**src/rtl/double_mult_arbiter.sv**
```systemverilog
// rtl/double_mult_arbiter.sv - round-robin arbiter sharing one double multiplier, results returned in issue order
// Optional feature macro: DOUBLE_MULT_ARB_STATS_EN enables the stat_issue_count counter.
module double_mult_arbiter #(
    parameter int NUM_REQ    = 4,
    parameter int FIFO_DEPTH = 8
) (
    input  logic                  clk,
    input  logic                  rst_n,
    input  logic [NUM_REQ-1:0]    req_tvalid,
    input  logic [64*NUM_REQ-1:0] req_a_tdata,
    input  logic [64*NUM_REQ-1:0] req_b_tdata,
    output logic [NUM_REQ-1:0]    req_tready,
    output logic [NUM_REQ-1:0]    rsp_tvalid,
    output logic [63:0]           rsp_tdata,
    input  logic [NUM_REQ-1:0]    rsp_tready,
    output logic                  mul_a_tvalid,
    output logic [63:0]           mul_a_tdata,
    input  logic                  mul_a_tready,
    output logic                  mul_b_tvalid,
    output logic [63:0]           mul_b_tdata,
    input  logic                  mul_b_tready,
    input  logic                  mul_result_tvalid,
    input  logic [63:0]           mul_result_tdata,
    output logic                  busy,
    output logic                  err_orphan,
    output logic [31:0]           stat_issue_count
);
    localparam int TAG_W = $clog2(NUM_REQ);
    localparam int PTR_W = $clog2(FIFO_DEPTH);
    localparam int CNT_W = PTR_W + 1;
    localparam logic [CNT_W-1:0] DEPTH_C  = CNT_W'(FIFO_DEPTH);
    localparam logic [TAG_W-1:0] LAST_REQ = TAG_W'(NUM_REQ - 1);

    logic [TAG_W-1:0] rr_ptr;
    logic [TAG_W-1:0] grant;
    logic             any_req;
    int               idx;
    logic [CNT_W-1:0] outstanding;
    logic             issue;

    logic [TAG_W-1:0] tag_mem [FIFO_DEPTH];
    logic [PTR_W-1:0] tag_wr;
    logic [PTR_W-1:0] tag_rd;
    logic [CNT_W-1:0] tag_cnt;
    logic             tag_pop;
    logic             orphan;

    logic [TAG_W-1:0] res_tag_mem  [FIFO_DEPTH];
    logic [63:0]      res_data_mem [FIFO_DEPTH];
    logic [PTR_W-1:0] res_wr;
    logic [PTR_W-1:0] res_rd;
    logic [CNT_W-1:0] res_cnt;
    logic             res_valid;
    logic             res_pop;
    logic [TAG_W-1:0] head_tag;

    // Scan offsets from the highest down so the nearest requester above rr_ptr wins.
    always_comb begin
        grant   = rr_ptr;
        any_req = 1'b0;
        idx     = 0;
        for (int k = NUM_REQ - 1; k >= 0; k--) begin
            idx = int'(rr_ptr) + k;
            if (idx >= NUM_REQ) begin
                idx = idx - NUM_REQ;
            end
            if (req_tvalid[idx]) begin
                grant   = TAG_W'(idx);
                any_req = 1'b1;
            end
        end
    end

    assign mul_a_tvalid = rst_n & any_req & (outstanding < DEPTH_C);
    assign mul_b_tvalid = mul_a_tvalid;
    assign mul_a_tdata  = req_a_tdata[int'(grant)*64 +: 64];
    assign mul_b_tdata  = req_b_tdata[int'(grant)*64 +: 64];
    assign issue        = mul_a_tvalid & mul_a_tready & mul_b_tready;

    always_comb begin
        req_tready = '0;
        if (issue) begin
            req_tready[grant] = 1'b1;
        end
    end

    // A result with no tag waiting is dropped; it never reaches the result FIFO.
    assign tag_pop = mul_result_tvalid & (tag_cnt != '0);
    assign orphan  = mul_result_tvalid & (tag_cnt == '0);

    assign res_valid = res_cnt != '0;
    assign head_tag  = res_tag_mem[res_rd];
    assign rsp_tdata = res_data_mem[res_rd];
    assign res_pop   = rst_n & res_valid & rsp_tready[head_tag];

    always_comb begin
        rsp_tvalid = '0;
        if (rst_n && res_valid) begin
            rsp_tvalid[head_tag] = 1'b1;
        end
    end

    assign busy = rst_n & (outstanding != '0);

    always_ff @(posedge clk) begin
        if (!rst_n) begin
            rr_ptr      <= '0;
            outstanding <= '0;
            tag_wr      <= '0;
            tag_rd      <= '0;
            tag_cnt     <= '0;
            res_wr      <= '0;
            res_rd      <= '0;
            res_cnt     <= '0;
            err_orphan  <= 1'b0;
        end else begin
            if (issue) begin
                rr_ptr <= (grant == LAST_REQ) ? '0 : grant + 1'b1;
                tag_wr <= tag_wr + 1'b1;
            end
            if (tag_pop) begin
                tag_rd <= tag_rd + 1'b1;
                res_wr <= res_wr + 1'b1;
            end
            if (res_pop) begin
                res_rd <= res_rd + 1'b1;
            end
            case ({issue, tag_pop})
                2'b10:   tag_cnt <= tag_cnt + 1'b1;
                2'b01:   tag_cnt <= tag_cnt - 1'b1;
                default: tag_cnt <= tag_cnt;
            endcase
            case ({tag_pop, res_pop})
                2'b10:   res_cnt <= res_cnt + 1'b1;
                2'b01:   res_cnt <= res_cnt - 1'b1;
                default: res_cnt <= res_cnt;
            endcase
            case ({issue, res_pop})
                2'b10:   outstanding <= outstanding + 1'b1;
                2'b01:   outstanding <= outstanding - 1'b1;
                default: outstanding <= outstanding;
            endcase
            if (orphan) begin
                err_orphan <= 1'b1;
            end
        end
    end

    // Storage arrays need no reset: the pointers and counts define what is live.
    always_ff @(posedge clk) begin
        if (issue) begin
            tag_mem[tag_wr] <= grant;
        end
        if (tag_pop) begin
            res_tag_mem[res_wr]  <= tag_mem[tag_rd];
            res_data_mem[res_wr] <= mul_result_tdata;
        end
    end

`ifdef DOUBLE_MULT_ARB_STATS_EN
    logic [31:0] issue_count;

    always_ff @(posedge clk) begin
        if (!rst_n) begin
            issue_count <= '0;
        end else if (issue) begin
            issue_count <= issue_count + 32'd1;
        end
    end

    assign stat_issue_count = issue_count;
`else
    assign stat_issue_count = 32'd0;
`endif

endmodule
```
**config.mk**
```make
export PLATFORM = sky130hd
export DESIGN_NAME = double_mult_arbiter
export DESIGN_NICKNAME = d
export VERILOG_FILES = /design/src/rtl/double_mult_arbiter.sv
export SDC_FILE = /design/constraint.sdc
export NUM_CORES = 1
export LEC_CHECK = 0
export CORE_AREA = 3 3 319 321
export DETAILED_ROUTE_END_ITERATION = 7
export DIE_AREA = 0 0 322 324
export GPL_TIMING_DRIVEN = 0
export HOLD_SLACK_MARGIN = 0.12
export SYNTH_ARGS = -nofsm -noshare
export SYNTH_HDL_FRONTEND = slang
export SYNTH_SLANG_ARGS = --single-unit
```
**constraint.sdc**
```tcl
create_clock -name clk -period 8 [get_ports clk]
set_input_delay 1.6 -clock clk [delete_from_list [all_inputs] [get_ports clk]]
set_output_delay 1.6 -clock clk [all_outputs]
set_load 0.005 [all_outputs]
```
# After elaboration in Yosys (flattened, before gate mapping)
# Memories as Yosys holds them, arrays and structs flattened. A register that Yosys moved wholly into a read port is not among the register bits.
# Index checks and enable logic that the tools add are counted.
[word_totals] ramBits=544 word_cells=117 mem_count=3 latch_bits=0 regBits=27 mem_bits_ro=0
[memory_table] name="res_data_mem" words=8 width=64 rd=1 rd_clocked_by_memory_dff=1 write_ports=1 line_no="49" source="logic [63:0] res_data_mem [FIFO_DEPTH];"
[memory_table] name="res_tag_mem" words=8 width=2 rd=1 rd_clocked_by_memory_dff=1 write_ports=1 line_no="48" source="logic [TAG_W-1:0] res_tag_mem [FIFO_DEPTH];"
[memory_table] name="tag_mem" words=8 width=2 rd=1 rd_clocked_by_memory_dff=1 write_ports=1 line_no="41" source="logic [TAG_W-1:0] tag_mem [FIFO_DEPTH];"
[classes] bitwise_logic=9 order_cmp=13 multipliers=0 n_reduce_logical=10 muxes=46 n_addsub=18 div_mod_pow=0 shifts=2 n_eq_ne=7
[ops] op="variable part select 256 x 9 -> 64 bit" count=2
[ops] op="less-than comparator 32 x 4 -> 1 bit, second input constant" count=4
[ops] op="two-way mux 32 bit" count=4
[ops] op="one-hot mux 4 bit (2 select lines)" count=3
[ops] op="two-way mux 1 bit" count=19
[ops] op="two-way mux 3 bit" count=6
[ops] op="adder 3 x 1 -> 3 bit, second input constant" count=4
[ops] op="adder 4 x 1 -> 4 bit, second input constant" count=3
[ops] op="nonzero test 4 bit" count=3
[ops] op="subtractor 3 x 3 -> 4 bit, second input constant" count=3
[ops] op="subtractor 4 x 1 -> 4 bit, second input constant" count=3
[ops] op="binary-select mux 1 bit (select 2 bit)" count=5
[ops] op="two-way mux 2 bit" count=5
[ops] op="AND 1 bit" count=9
[ops] op="greater-or-equal comparator 3 bit, second input constant" count=3
[ops] op="equality test 2 bit, second input constant" count=4
[ops] op="two-way mux 4 bit" count=2
[ops] op="adder 2 x 2 -> 3 bit, second input constant" count=2
[ops] op="equality test 2 x 1 -> 1 bit, second input constant" count=3
[ops] op="less-than comparator 2 x 3 -> 1 bit, second input constant" count=2
[ops] op="nonzero test 2 bit" count=3
[ops] op="demux 1 bit (select 2 bit)" count=2
[ops] op="greater-or-equal comparator 2 x 1 -> 1 bit, second input constant" count=2
[ops] op="logical NOT 4 bit" count=1
[ops] op="other kinds (6)" count=8

# Logic depth before layout (Yosys ltp)
[logic_depth] word_depth=16 mapped_depth=13

# Least setup slack after synthesis
# Ideal clock, no wire load.
[synth_path] path_type="input to register" start="input mul_result_tvalid" end="memory res_data_mem[0][0] (enable)" setup_ns=0.571 t_required_ns=7.429 slack_ns=0.836 arrival_time_ns=6.593 path_stages=5 path_buffers=1 cell_sequence="nand2b_1 clkbuf_1 inv_1 nand2b_1 nor3_1"
[synth_between] elab_chain_cells=3
[synth_lines] item="start: declaration" line_no="22" source="input logic mul_result_tvalid,"
[synth_lines] item="AND 1 bit" line_no="88" source="assign tag_pop = mul_result_tvalid & (tag_cnt != '0);"
[synth_lines] item="via tag_pop" line_no="45" source="logic tag_pop;"
[synth_lines] item="two-way mux 1 bit" line_no="154" source="if (tag_pop) begin"
[synth_lines] item="two-way mux 1 bit (implied by the code)" line_no="156" source="res_data_mem[res_wr] <= mul_result_tdata;"
[synth_lines] item="end: declaration" line_no="49"
# The timed path passes the listed nets, and every way through them passes these cells.

# Final worst setup path
[layout_path] start="input req_tvalid[2]" end="output mul_b_tdata[35]"
[layout_between] elab_chain_cells=8
[layout_lines] item="start: declaration" line_no="9" source="input logic [NUM_REQ-1:0] req_tvalid,"
[layout_lines] item="binary-select mux 1 bit (select 2 bit)" line_no="67" source="if (req_tvalid[idx]) begin"
[layout_lines] item="two-way mux 1 bit (implied by the code) (2 in a row)" line_no="67"
[layout_lines] item="two-way mux 2 bit (3 in a row)" line_no="67"
[layout_lines] item="two-way mux 2 bit (*)" line_no="67"
[layout_lines] item="variable part select 256 x 9 -> 64 bit (*)" line_no="77" source="assign mul_b_tdata = req_b_tdata[int'(grant)*64 +: 64];"
[layout_lines] item="end: declaration" line_no="20" source="output logic [63:0] mul_b_tdata,"
# Mark *: on every way between the ends. The rest lies on a longest branch, timed or not. The select of a mux whose other input is x is not followed.

==> results.md <==
- Outcome: complete, no violations
- Cell row count: 116
- Hold Vio Cnt, Final: 0
- Post-DP Area: 36700 um^2
- Synthesized instance count: 1890
- Vias in the first global route: 20400
- Crit path to: mul_b_tdata[35]
- Via density: 4.89
- Pwr dens: 220 nW/um^2
- Hold slack: 467 ps
- Maximum vdd drop: 0.147 mV
- Setup Viol. Count Final: 0
- Clk buf depth: 3
- PostCTS Resize Cnt: 0
- Sequential share of the synthesized area: 64.6%
- Hold_buf cts: 0
- Layout cell share with drive strength beyond 1: 13.2%
- CP Class: primary input to primary output
- Worst-Skew Late Latency: 590 ps
- CTS buffer count: 54
- Layout area overhead: 46.5%
- Most common cell after layout, fill and taps aside: clkdlybuf4s50_1
- Detailed Routing Iterations Pass 1: 5
- Main flop type after synthesis: edfxtp_1
- Die Y: 324 um
- Finished Cell Area: 38600 um^2
- Tot GR Track Use: 25.2%
- Int Power: 6.20 mW
- Part of the power in registers: 41.6%
- Initial antenna violation count: 120
- Worst-case clock skew: 7.82 ps
- Post-synth EDFFs: 544
- Maximum number of pins on one net before global-route repair: 23
- Post-DP HPWL: 112 mm
- CTS clk-pin slew, worst paths: 60 ps
- Die area: 104000 um^2
- Post-DRT Antenna Nets: 0
- Core area: 99600 um^2
- Complex-gate fraction of the synthesized area: 3.90%
- HP Class: register to register
- CP Launch Point: req_tvalid[2]
- Syn Area/Cell: 13.9 um^2
- Pre-CTS WS: 165 ps
- Simple logic cell fraction of the synthesized area: 12.3%
- R2R cell count: 13
- Max FO, Critical Path: 10
- RSZ-0062 raised after global routing: no
- Logic pwr share: 29.1%
- Crit path DAT: 6160 ps
- Fmax: 129 MHz
- Reg2Reg Setup Slack: 4390 ps
- First-pass GRT wire length: 176 mm
- Psw: 2.28 mW
- FF-to-FF End: res_cnt[3]
- Die X: 322 um
- Fin crit period: 7760 ps
- Req. time, crit path: 6400 ps
- #FFs+latches synth: 577
- RePlAce Congestion: 0.989
- Async S/R FF share, synth: 0%
- H-tree levels: 2
- Sw Share: 26.9%
- Yosys warns: 0
- Setup slack after layout: 236 ps
- Post-synthesis mux area share: 14.9%
- # clock sinks: 577
- Final Power: 8.48 mW
- Max Cap Violations: 0
- Post-layout net count: 3413
- Largest family of logic cells by synthesized area: multiplexers
- Clk pwr share: 29.2%
- Effective utilization at floorplan: 26.4%
- # DRC: 0
- Period utilisation layout: 97.1%
- Setup bufs post-CTS: 0
- Max-slew violations: 0
- CP Capture Type: primary output
- Detailed Route WL: 136 mm
- Worst slew pin tran: 1100 ps
- PortBufs: 792
- Synth Area in Adders: 0.884%
- Initial DRC count: 2147
- Slew headroom: 26.8%
- WL/cell: 32.2 um
- Most frequent cells in the layout: 792 x clkdlybuf4s50_1, 544 x edfxtp_1, 539 x nand2_1
- CP startpoint kind: primary input
- CTS tree: done
- XOR/XNOR Fraction of Synth Area: 0.532%
- Gr ovfl total: 0
- Synthesized area: 26300 um^2
- Synth unique cells: 44
- Clock root buffer: clkbuf_16
- Hold Startpoint: res_rd[2]
- Lkg Pwr: 13.3 nW
- Total number of vias: 20600
- IO Count: 825
==> layout make-up <==
type | count | area [um^2]
clock inverter | 27 | 234
clock buffer | 73 | 1480
timing repair buffer | 829 | 8570
tap | 1298 | 1620
antenna | 67 | 168
fill | 9562 | 61000
inverter | 10 | 37.5
multi-input combinational | 1174 | 8720
sequential | 577 | 17000
buffer | 160 | 744
==> critical path: stages <==
cell	delay, ps
clkdlybuf4s50_1	550
or3_1	120
o21ai_1	60
o31ai_2	670
clkbuf_1	800
clkbuf_1	620
nand2_1	310
and3_1	270
a31oi_1	380
clkdlybuf4s50_1	750
==> routing by layer <==
metal / global-route usage (%) / vias up / wire length, um
met5: 0 / - / 145
met4: 10.6 / 24 / 6300
met3: 8.73 / 241 / 16800
met2: 41.1 / 1093 / 63700
met1: 30.4 / 10300 / 48700
li1: - / 8978 / -
==> cells by family after synthesis <==
kind of cell               after synthesis
AOI/OAI and AO/OA                      163
xor gates and xnor gates                16
adders and majority gates               18
buffers and inverters                  170
DFF                                    577
muxes                                  211
other                                    1
and+or+nand+nor                        734
==> registers in the layout, indices dropped and copies added, names as in the netlist, named ones only <==
| name | flops |
|---|---|
| res_cnt | 4 |
| tag_mem | 16 |
| res_tag_mem | 16 |
| tag_wr | 3 |
| outstanding | 4 |
| res_rd | 3 |
| err_orphan | 1 |
| tag_cnt | 4 |
| tag_rd | 3 |
| res_wr | 3 |
| res_data_mem | 512 |
| rr_ptr | 2 |
==> worst min path at each step <==
stage | cells after the start | end
after floorplan | 1 | register
after global placement | 1 | res_rd[2]
after detailed placement | 1 | res_rd[2]
after CTS | 1 | register
after global routing | 1 | register
final | 1 | register
==> metrics by stage <==
stage / setup TNS [ps] / instances / utilization (%)
global placement: -1166700 / 4011 / 36.1
global route: 0 / 4171 / 38.6
finish: 0 / 4215 / 38.7
floorplan: 0 / 1921 / -
detailed placement: 0 / 4048 / 36.9
CTS: 0 / 4148 / 38.6
==> power by group through the flow <==
stage	clock, mW	sequential (mW)	combinational [mW]
2_1_floorplan	0	3.60	1.09
4_1_cts	2.54	3.53	2.51
3_5_place_dp	0	3.59	2.49
6_report	2.48	3.53	2.47
3_3_place_gp	0	3.65	2.42
5_1_grt	2.65	3.54	2.65
==> synthesized netlist by cell type, types with 2 or more instances <==
library cell	count	area share (%)
nor4bb_1	3	0.11
mux2_1	2	0.086
nand2b_1	7	0.17
and2_1	17	0.40
and3_1	130	3.1
mux2i_1	4	0.15
nor3b_1	3	0.086
nor2_1	10	0.14
mux2_4	2	0.11
a31oi_1	129	3.1
nand2_2	2	0.048
o41a_1	2	0.086
buf_4	33	0.94
edfxtp_1	544	62
mux4_2	136	12
mux2_2	67	2.9
nand3_1	2	0.038
nor2b_1	7	0.17
a21boi_0	8	0.23
nor4_1	3	0.071
xnor2_1	10	0.33
clkbuf_1	107	1.5
xor2_1	6	0.20
inv_1	6	0.086
nor4b_1	2	0.067
inv_2	4	0.057
a21oi_1	9	0.17
o21ai_0	9	0.17
ha_1	17	0.81
o21ai_1	2	0.038
or3_1	4	0.095
dfxtp_1	33	2.5
nand2_1	539	7.7
buf_2	10	0.19
nor3_1	4	0.076
buf_1	9	0.13
(Power assumes the default switching activity.)
